## src/rtl/stream_mux_rr.sv

```systemverilog
// stream_mux_rr: N-channel, W-bit valid/ready stream multiplexer with one registered
// output stage. The granted channel is either a software-fixed index (mode=0) or chosen
// round-robin among the requesting channels (mode=1). The output word is held stable
// under backpressure.
//
// Ports:
//   clk        rising-edge clock
//   rst_n      asynchronous active-low reset
//   in_data    NUM_CH packed words, channel i at [i*WIDTH +: WIDTH]
//   in_valid   per-channel valid
//   in_ready   per-channel ready, combinational, at most one bit set
//   mode       0 = fixed select via sel, 1 = round-robin
//   sel        channel index used in fixed mode
//   out_data   registered output word
//   out_ch     channel id that out_data came from
//   out_valid  output word valid
//   out_ready  consumer ready
module stream_mux_rr #(
  parameter int unsigned WIDTH  = 4,
  parameter int unsigned NUM_CH = 4,
  parameter int unsigned SEL_W  = 2
) (
  input  logic                    clk,
  input  logic                    rst_n,
  input  logic [NUM_CH*WIDTH-1:0] in_data,
  input  logic [NUM_CH-1:0]       in_valid,
  output logic [NUM_CH-1:0]       in_ready,
  input  logic                    mode,
  input  logic [SEL_W-1:0]        sel,
  output logic [WIDTH-1:0]        out_data,
  output logic [SEL_W-1:0]        out_ch,
  output logic                    out_valid,
  input  logic                    out_ready
);

  logic [WIDTH-1:0] out_data_q, out_data_d;
  logic [SEL_W-1:0] out_ch_q, out_ch_d;
  logic             out_valid_q, out_valid_d;
  logic [SEL_W-1:0] rr_ptr_q, rr_ptr_d;

  logic             load_en;
  logic             grant_any;
  logic [SEL_W-1:0] grant_idx;
  logic [WIDTH-1:0] grant_word;
  logic             xfer;

  // Register is free when empty or being drained this cycle.
  assign load_en = !out_valid_q || out_ready;

  // Grant selection; depends only on mode/sel/in_valid/rr_ptr, never on in_ready.
  always_comb begin
    int idx;
    grant_any = 1'b0;
    grant_idx = '0;
    idx       = 0;
    if (!mode) begin
      if ((32'(sel) < NUM_CH) && in_valid[sel]) begin
        grant_any = 1'b1;
        grant_idx = sel;
      end
    end else begin
      // Search rr_ptr, rr_ptr+1, ... modulo NUM_CH; first requester wins.
      for (int k = 0; k < int'(NUM_CH); k++) begin
        idx = int'(rr_ptr_q) + k;
        if (idx >= int'(NUM_CH)) idx = idx - int'(NUM_CH);
        if (!grant_any && in_valid[idx]) begin
          grant_any = 1'b1;
          grant_idx = SEL_W'(idx);
        end
      end
    end
  end

  assign grant_word = in_data[32'(grant_idx) * WIDTH +: WIDTH];

  // rst_n gating keeps producers from seeing a handshake while reset is held.
  always_comb begin
    in_ready = '0;
    if (rst_n && load_en && grant_any) in_ready[grant_idx] = 1'b1;
  end

  assign xfer = load_en && grant_any;

  always_comb begin
    out_data_d  = out_data_q;
    out_ch_d    = out_ch_q;
    out_valid_d = out_valid_q;
    rr_ptr_d    = rr_ptr_q;
    if (load_en) begin
      out_valid_d = grant_any;
      if (grant_any) begin
        out_data_d = grant_word;
        out_ch_d   = grant_idx;
      end
    end
    if (xfer && mode) begin
      rr_ptr_d = (32'(grant_idx) == NUM_CH - 1) ? '0 : grant_idx + SEL_W'(1);
    end
  end

  always_ff @(posedge clk or negedge rst_n) begin
    if (!rst_n) begin
      out_data_q  <= '0;
      out_ch_q    <= '0;
      out_valid_q <= 1'b0;
      rr_ptr_q    <= '0;
    end else begin
      out_data_q  <= out_data_d;
      out_ch_q    <= out_ch_d;
      out_valid_q <= out_valid_d;
      rr_ptr_q    <= rr_ptr_d;
    end
  end

  assign out_data  = out_data_q;
  assign out_ch    = out_ch_q;
  assign out_valid = out_valid_q;

endmodule

```

## config.mk

```make
export PLATFORM = sky130hd
export DESIGN_NAME = stream_mux_rr
export DESIGN_NICKNAME = d
export VERILOG_FILES = /design/src/rtl/stream_mux_rr.sv
export SDC_FILE = /design/constraint.sdc
export NUM_CORES = 1
export LEC_CHECK = 0
export BUFFER_PORTS_ARGS = -buffer_cell sky130_fd_sc_hd__buf_2
export CORE_UTILIZATION = 43
export DETAILED_ROUTE_END_ITERATION = 10
export MAX_ROUTING_LAYER = met4
export PLACE_DENSITY = 0.77
export RECOVER_POWER = 25
export SYNTH_ARGS = -nofsm -noshare
export SYNTH_HDL_FRONTEND = slang
export SYNTH_SLANG_ARGS = --single-unit
```

## constraint.sdc

```tcl
create_clock -name clk -period 2.5 [get_ports clk]
set_clock_uncertainty 0.1 [all_clocks]
set_input_delay 0.375 -clock clk [delete_from_list [all_inputs] [get_ports clk]]
set_output_delay 0.375 -clock clk [all_outputs]
set_load 0.01 [all_outputs]
```

==> flow_results.org, run 1 <==
** STA
- Final hold analysis gives a worst-case slack of 0.328 ns.
- Measured against its own limit, the worst slew margin works out to 58.7%.
- Slew at the pin with the worst max-slew slack :: 0.619 ns
- The number of failing hold endpoints at the final stage is 0.
- Setup repair after global routing left no endpoint under its margin.
- Time the final worst path needs with I/O delays and setup :: 2.38 ns
- Setup violations remaining at the end of the flow were counted as 0.
- Fin crit share :: 95.3%
- Max Freq :: 420 MHz
- The number of slew-limit violations in the final report is 0.
- After routing, the total negative slack on setup checks comes to 0 ns.

** Layout
- Synthesis-to-finish area growth :: 33.0%
- For this run, the post-layout net count is 141.
- Fraction of layout cells with a size suffix above 1 :: 41.8%
- Cells fill 61.2% of the core in the end.
- The repair_antennas step left the layout with diodes totalling 0.
- Layout Cells excl Fill :: 126
- Leading cell types in the layout, fill and taps excluded :: buf_2 (35), mux2i_1 (11), nand2_1 (10), dfrtp_1 (9)
- The library cell used most frequently in the layout, excluding fill and tap cells, is buf_2.

** Die
- Core Region :: 1520 um2
- 37 I/O pins were placed.
- The floorplan step defined a die boundary enclosing 1800 um2.
- Initial standard-cell utilization of the core :: 46.1%
- Die height :: 42.4 um
- The floorplan step set the die width to 42.4 um.
- The floorplan has 14 rows.

** Logic synthesis
- Counting distinct cell types in the post-synthesis netlist gives 26.
- Count of mapped cells out of synthesis :: 69
- Warnings, synthesis :: 0
- Dividing the synthesized area by the synthesized cell count gives 10.2 um2.
- Number of synthesized register bits :: 9
- The number of nets in the synthesized netlist is 99.
- After synthesis the cells add up to 702 um2.
- Share of the yosys chip area belonging to registers :: 32.1%

** Detailed routing
- Iter 0 DRT Violations :: 14
- After detailed routing, the number of vias per cell comes to 5.34.
- The pre-antenna-repair detailed-routing pass consisted of 3 iterations.
- Once detail routing completed, the nets flagged for antenna violations numbered 0.
- For this run, design rule violations remaining after detail routing come to 0.
- For this block, the via count after detailed routing is 673.
- The final layout contains routed wiring with a total length of 1640 um.
- Average routed wire per standard cell :: 13.0 um

** Critical path
- CP Data Arrival Time :: 1.91 ns
- Critical path peak fanout :: 10
- Required time of the critical path :: 2.03 ns
- STA classifies the critical path startpoint as a flop.
- STA classifies the critical path endpoint as a primary output.
- The critical path is of the reg -> out type.

** GRT
- Antenna violations before repair :: 0
- Met3 Resource Use GR :: 3.88%
- Global routing used 21.3% of the available tracks.
- Overall overflow remaining after global route :: 0
- The first global-routing pass estimated 2930 um of wire.
- Largest net degree at the start of global routing :: 14
- Met1 Use GR :: 26.1%
- met2 is the most crowded layer.
- In the global route stage, met2 resource usage came out at 35.1%.
- The via count of the first global-routing pass is 704.

** Power
- Sequential power share :: 36.8%
- Clock Power Share :: 18.4%
- Total power density per cell area :: 669 nW/um2
- VDD sags by at most 402 uV.
- Of the total power, the share spent switching nets is 37.3%.
- Design Power :: 625 uW
- Proportion of power drawn by combinational gates :: 44.8%
- Cell internal power was estimated by the tool at 391 uW.
- For this design the static power due to leakage is 0.000496 uW.
- The analysis attributes to net switching a power of 233 uW.

** Clock network
- The clock net in this run drives a total of 9 sinks.
- Total clock buffers created by CTS :: 3
- TritonCTS built the clock tree.
- In this run the number of H-tree levels came out at 1.
- Clock tree synthesis selected as its root buffer the cell clkbuf_4.
- Post CTS Setup Buffer Count :: 0
- Source-to-sink clock delay at the later pin of the worst-skew pair :: 0.26 ns
- The longest clock path from root to sink contains 2 buffers.
- Clock-pin slew was measured on the worst setup and hold paths at 0.06 ns.

** Placed design
- Once placement completed, the tool counted placed cells totaling 121.
- Final HPWL DP :: 1320 um
- Global placement routability congestion :: 0.828
- Buffers placed on the I/O ports in this run total 36.

** Outcome
- The run finished with clean final reports.

** Job
- Number of maximum-capacitance violations :: 0

** Worst hold path
- Min-delay worst type :: in -> reg
==> sequential cells by signal, summed over array words and instances (netlist names) <==
signal	flops
out_ch	2
rr_ptr_q	2
out_data	4
out_valid	1
==> worst paths after layout <==
kind | cells after the start | slack [ns] | from | endpoint
worst max-delay path | 7 | 0.12 | rr_ptr_q[0] | in_ready[2]
worst min-delay path | 3 | 0.33 | in_data[5] | out_data[1]
worst max register to register | 6 | 0.55 | rr_ptr_q[0] | rr_ptr_q[1]
worst min register to register | 2 | 0.39 | out_data[1] | out_data[1]
max in group asynchronous | 2 | 1.36 | rst_n | out_ch[0]
min in group asynchronous | 2 | 0.54 | rst_n | out_data[0]
==> stage by stage <==
stage,setup slack [ns],instance area (um2)
floorplan,0.518,702
global placement,0.271,898
detailed placement,0.249,898
CTS,0.109,935
global route,0.00400,933
finish,0.118,933
==> power groups by stage <==
stage	Sequential, uW	Combinational, uW	Clock [uW]
detailed placement	231	279	0
floorplan	242	173	0
global route	236	312	122
finish	230	280	115
CTS	230	281	116
global placement	231	272	0
==> kinds of logic after synthesis <==
logic type	after synthesis	synth area share (%)
AND/OR/NAND/NOR	23	17.6
AO/OA/AOI/OAI	16	20.3
multiplexers	13	18.9
flip-flops	9	32.1
buffers and inverters	4	3.92
adder cells (fa/ha/maj)	4	7.13
==> worst max-delay path: stages, from the launching register on <==
cell and delay [ns]:
dfrtp_1 0.41, or2b_1 0.25, a21oi_1 0.18, o32ai_2 0.12
buf_4 0.21, ha_1 0.18, and3_1 0.15, buf_2 0.13
==> layout make-up <==
cell class / instances / area, um2
multi-input cells: 56 / 449
clock buffers: 4 / 26.3
fillers: 133 / 591
inverters: 3 / 16.3
repair buffers: 38 / 196
well taps: 16 / 20.0
flip-flops and latches: 9 / 225
==> timing repair <==
item | CTS | global route
resized for setup | 0 | 0
hold endpoints to repair | 9 | 0
hold buffers | 1 | 0
==> routing by layer <==
layer	share of wire [%]	wire, um
met1	46	759
met2	49	808
met3	3.5	58
met4	0.67	11
met5	0	0
==> cell usage after synthesis <==
| cell | n | area share (%) |
|---|---|---|
| nand2b_1 | 3 | 2.7 |
| o41a_1 | 1 | 1.6 |
| a2bb2oi_1 | 1 | 1.2 |
| nor2_1 | 1 | 0.53 |
| ha_1 | 4 | 7.1 |
| a21oi_1 | 2 | 1.4 |
| inv_1 | 2 | 1.1 |
| a32o_2 | 1 | 1.6 |
| nand2_2 | 1 | 0.89 |
| o221ai_1 | 4 | 5.0 |
| dfrtp_1 | 9 | 32 |
| or2b_1 | 2 | 2.1 |
| nand2_1 | 10 | 5.3 |
| a21o_1 | 1 | 1.1 |
| and3_1 | 4 | 3.6 |
| mux2i_1 | 11 | 16 |
| o22ai_2 | 1 | 1.8 |
| o32ai_2 | 1 | 2.3 |
| clkinv_4 | 1 | 1.2 |
| o21a_4 | 1 | 2.1 |
| buf_6 | 1 | 1.6 |
| or2_1 | 1 | 0.89 |
| nand2_4 | 1 | 1.6 |
| o21ai_0 | 2 | 1.4 |
| mux2_1 | 2 | 3.2 |
| o21ai_1 | 1 | 0.71 |
Power figures use the tool's default switching activity.
==> inputs of run 2 (changes only) <==
Settings changed: ABC_AREA set to 1, CORE_UTILIZATION 43 to 45, PLACE_DENSITY 0.77 to 0.74.
==> run 2 against run 1 <==
The flow now finishes with violations (setup timing). Sequential power rose by 22%. Global-route usage rose by 3.2 points. Power rose to 2.8 times the previous value. Highest routed layer unchanged.
==> flow_results.org, run 2 <==
** Die
- Placement Rows :: 16
- Core Region :: 2000 um2
- Initial standard-cell utilization of the core :: 49.3%
- The die is 48.8 um wide.
- Die height :: 48.8 um
- During I/O placement, the number of pins put on the boundary was 37.
- Total die area :: 2380 um2

** GRT
- Global routing consumed, over all layers together, 24.6% of the routing resources.
- The total overflow left after global routing is 0.
- Largest net degree at the start of global routing :: 11
- The initial antenna violation count is 0.
- The first global-routing pass estimated 4470 um of wire.
- Number of global-route vias before repair :: 1052

** Detailed routing
- After detailed routing, the average wire length per cell comes to 11.8 um.
- After detailed routing, the wire length on met1 is 1230 um.
- DR WL met2 :: 1330 um
- Topmost layer with routed signal wires :: met4
- The count of nets left with antenna violations once routing finished came out at 0.
- In the routed layout, each cell is associated on average with a via count of 5.11.
- The routed design has 2740 um of wire.
- Routed met3 length :: 140 um
- The final route contains 1191 vias.
- Iter 0 DRT Violations :: 34
- Initial DRT Pass Iterations :: 4
- For this run, design rule violations remaining after detail routing come to 0.

** Power
- For this design the total switching power over the nets is 929 uW.
- Sequential power share :: 16.1%
- Total power density per cell area :: 1250 nW/um2
- The internal portion of the total power is 813 uW.
- Net switching is 53.3% of the power.
- Combinational logic burns 77.2% of the power.
- Total power for the finished layout comes to 1740 uW.
- Clock Power Share :: 6.7%
- Leakage :: 0.000772 uW
- Worst vdd ir :: 587 uV

** Placed design
- The HPWL after detailed placement is 2010 um.
- At the end of routability-driven placement, the weighted congestion stood at 0.867.
- Count of port buffers added during placement :: 36

** Clock network
- Buffer levels on the longest clock path :: 2
- Clock tree from TritonCTS :: yes
- Source-to-sink clock delay at the later pin of the worst-skew pair :: 0.27 ns
- Clock root cell :: clkbuf_4
- The tree built by TritonCTS fans out to 9 sinks.
- Counting the buffers created by CTS gives 3.
- H-Tree Depth :: 1
- Clock-pin slew was measured on the worst setup and hold paths at 0.06 ns.

** STA
- Number of setup violations in the final report :: 4
- Hold Slack :: 0.321 ns
- Headroom to the max-slew limit came out at 71.8%.
- The number of failing hold endpoints at the final stage came to 0.
- Time the final worst path needs with I/O delays and setup :: 2.67 ns
- The worst path uses 107% of the clock period.
- Slew at the pin with the worst max-slew slack :: 0.422 ns
- Post-layout worst setup margin :: -0.171 ns
- Timing would allow up to 374 MHz.
- Final max-slew violation count :: 0
- Setup repair after global routing could not meet its margin everywhere.

** Logic synthesis
- Most common library cells after synthesis :: nand2_1 (59), nand3_1 (27), inv_1 (18)
- Post-Synthesis Cell Area :: 986 um2
- Area share of the largest cell type after synthesis :: 22.8%
- Number of synthesized register bits :: 9
- nand2_1 is the most common cell in the netlist.
- Counting distinct cell types in the post-synthesis netlist gives 20.
- A synthesized cell averages 6.32 um2.
- The Yosys step of the flow raised 0 warnings.
- Counting every net in the synthesized netlist gives 186.
- Count of mapped cells out of synthesis :: 156
- Share of flip-flops with an asynchronous set or reset after synthesis :: 100%
- Among all flip-flop cells after synthesis, the most frequent one is dfrtp_1.
- Top cells by area in the synthesized netlist :: dfrtp_1 (23%), nand2_1 (22%), nand3_1 (14%), inv_1 (6.9%), ha_1 (5.1%)
- The share of the Yosys chip area taken by registers is 22.8%.
- Yosys mapped a number of flops with a built-in enable equal to 0.
- Biggest area consumer among synthesized cells :: dfrtp_1

** Layout
- Most common cell after layout, fill and taps aside :: nand2_1
- Number of nets in the finished design :: 237
- Leading cell types in the layout, fill and taps excluded :: nand2_1 (48), buf_2 (35), nand3_1 (24), nand2_2 (18), inv_1 (15)
- The register with the most flip-flops in the layout has 4 of them.
- 0 antenna diodes ended up in the layout.
- Relative to the synthesized area, the layout overhead comes to 41.1%.
- The post-route netlist has 46.6% of its cells at a drive strength greater than 1.

** Outcome
- Violated checks :: setup timing
- The flow ran to the end, but the final reports show violations.

** Critical path
- Number of cells traversed by the worst register-to-register path :: 15
- The worst setup path is of the reg -> out kind.
- Biggest cell delay along the critical path :: 0.47 ns
- Data arrives at the worst endpoint at 2.20 ns.
- STA classifies the critical path startpoint as a flop.
- Critical path peak fanout :: 5
- Critical path cell sequence :: buf_6, nand2_1, nand2_2, nor2_2, nor2_2, nand3_2, nand2_4, o21ai_4, inv_2, ha_1, inv_1, nor2_1, buf_2
- Setup slack on the worst reg-to-reg path comes out at 0.32 ns.
- STA classifies the critical path endpoint as a primary output.
- Dominant cell type by count on the critical path :: nor2_2
- Buffer and inverter count on the worst path :: 4
- The worst register-to-register path begins at rr_ptr_q[0].
- At the worst endpoint, the required time is 2.03 ns.
- R2R Path End :: out_data[0]
- The largest individual stage delay along the critical path comes from the cell dfrtp_2.
- The kind of cell with the highest combined delay along the critical path is simple AND/OR/NAND/NOR gates.

** Worst hold path
- The worst hold path terminates at out_valid.
- The startpoint identified for the worst hold timing path is out_ready.
- Hold path cells :: 4
- Min-delay worst type :: in -> reg

** Job
- The tool flagged a number of max-cap violations equal to 0.
==> run 2: changes by cell type after synthesis, moves of 4 or more <==
cell      before  now
and3_1         4    0
o221ai_1       4    0
mux2i_1       11    0
nand3_1        0   27
inv_1          2   18
nand2_1       10   59
nand2_2        1    8
nor2_1         1    9
==> run 2: power by group through the flow <==
stage,Combinational [uW],Clock [uW],Sequential (uW)
floorplan,817,0,275
global placement,1020,0,278
detailed placement,1060,0,282
CTS,1200,117,272
global route,1490,129,292
finish,1350,117,280
==> run 2: repair_timing <==
item / in CTS / in global routing
pin swaps: 6 / 16
buffers inserted: 6 / 1
endpoints found under the hold margin: 9 / 0
resized for setup: 16 / 17
setup endpoints to repair: 4 / 4
hold buffers: 1 / 0
==> run 2: kinds of logic after synthesis <==
logic type                 Yosys count  synth area share [%]
adders and majority gates            4                  5.08
DFF                                  9                  22.8
AOI/OAI and AO/OA                    9                  8.63
and+or+nand+nor                    111                  52.2
buffers and inverters               23                  11.3
==> run 2: worst max path at each step <==
stage,from,to,slack [ns],depth (start not counted)
2_1_floorplan,rr_ptr_q[0],in_ready[1],0.33,15
3_3_place_gp,rr_ptr_q[0],in_ready[1],0.10,15
3_5_place_dp,rr_ptr_q[0],in_ready[1],-0.001,12
4_1_cts,rr_ptr_q[0],in_ready[1],-0.11,15
5_1_grt,rr_ptr_q[0],in_ready[0],-0.30,13
6_report,rr_ptr_q[0],in_ready[0],-0.17,13
==> run 2: cell type report <==
type / count / area (um2)
Multi-Input combinational cell: 124 / 729
Fill cell: 187 / 611
Clock buffer: 4 / 26.3
Tap cell: 27 / 33.8
Timing Repair Buffer: 48 / 283
Inverter: 21 / 91.3
Sequential cell: 9 / 228
==> run 2: metrics by stage <==
step / TNS, ns / instance area [um2] / cells / setup slack, ns / util, %
3_3_place_gp: 0 / 1210 / 221 / 0.105 / 60.3
4_1_cts: -0.425 / 1330 / 232 / -0.115 / 66.3
5_1_grt: -1.12 / 1390 / 233 / -0.295 / 69.5
2_1_floorplan: 0 / 986 / 156 / 0.334 / -
3_5_place_dp: -0.00101 / 1210 / 221 / -0.00101 / 60.3
6_report: -0.587 / 1390 / 233 / -0.171 / 69.5
==> run 2: layer usage <==
layer / GRT usage (%) / vias up
met1: 31.7 / 549
met3: 3.74 / 5
met2: 38.7 / 49
li1: - / 588
met5: - / -
met4: 9.31 / 0
==> run 2: tightest hold or removal path: cells and delay by family <==
family / cells / cell delay, ns
AND/OR/NAND/NOR: 2 / 0.09
buffers and inverters: 2 / 0.17
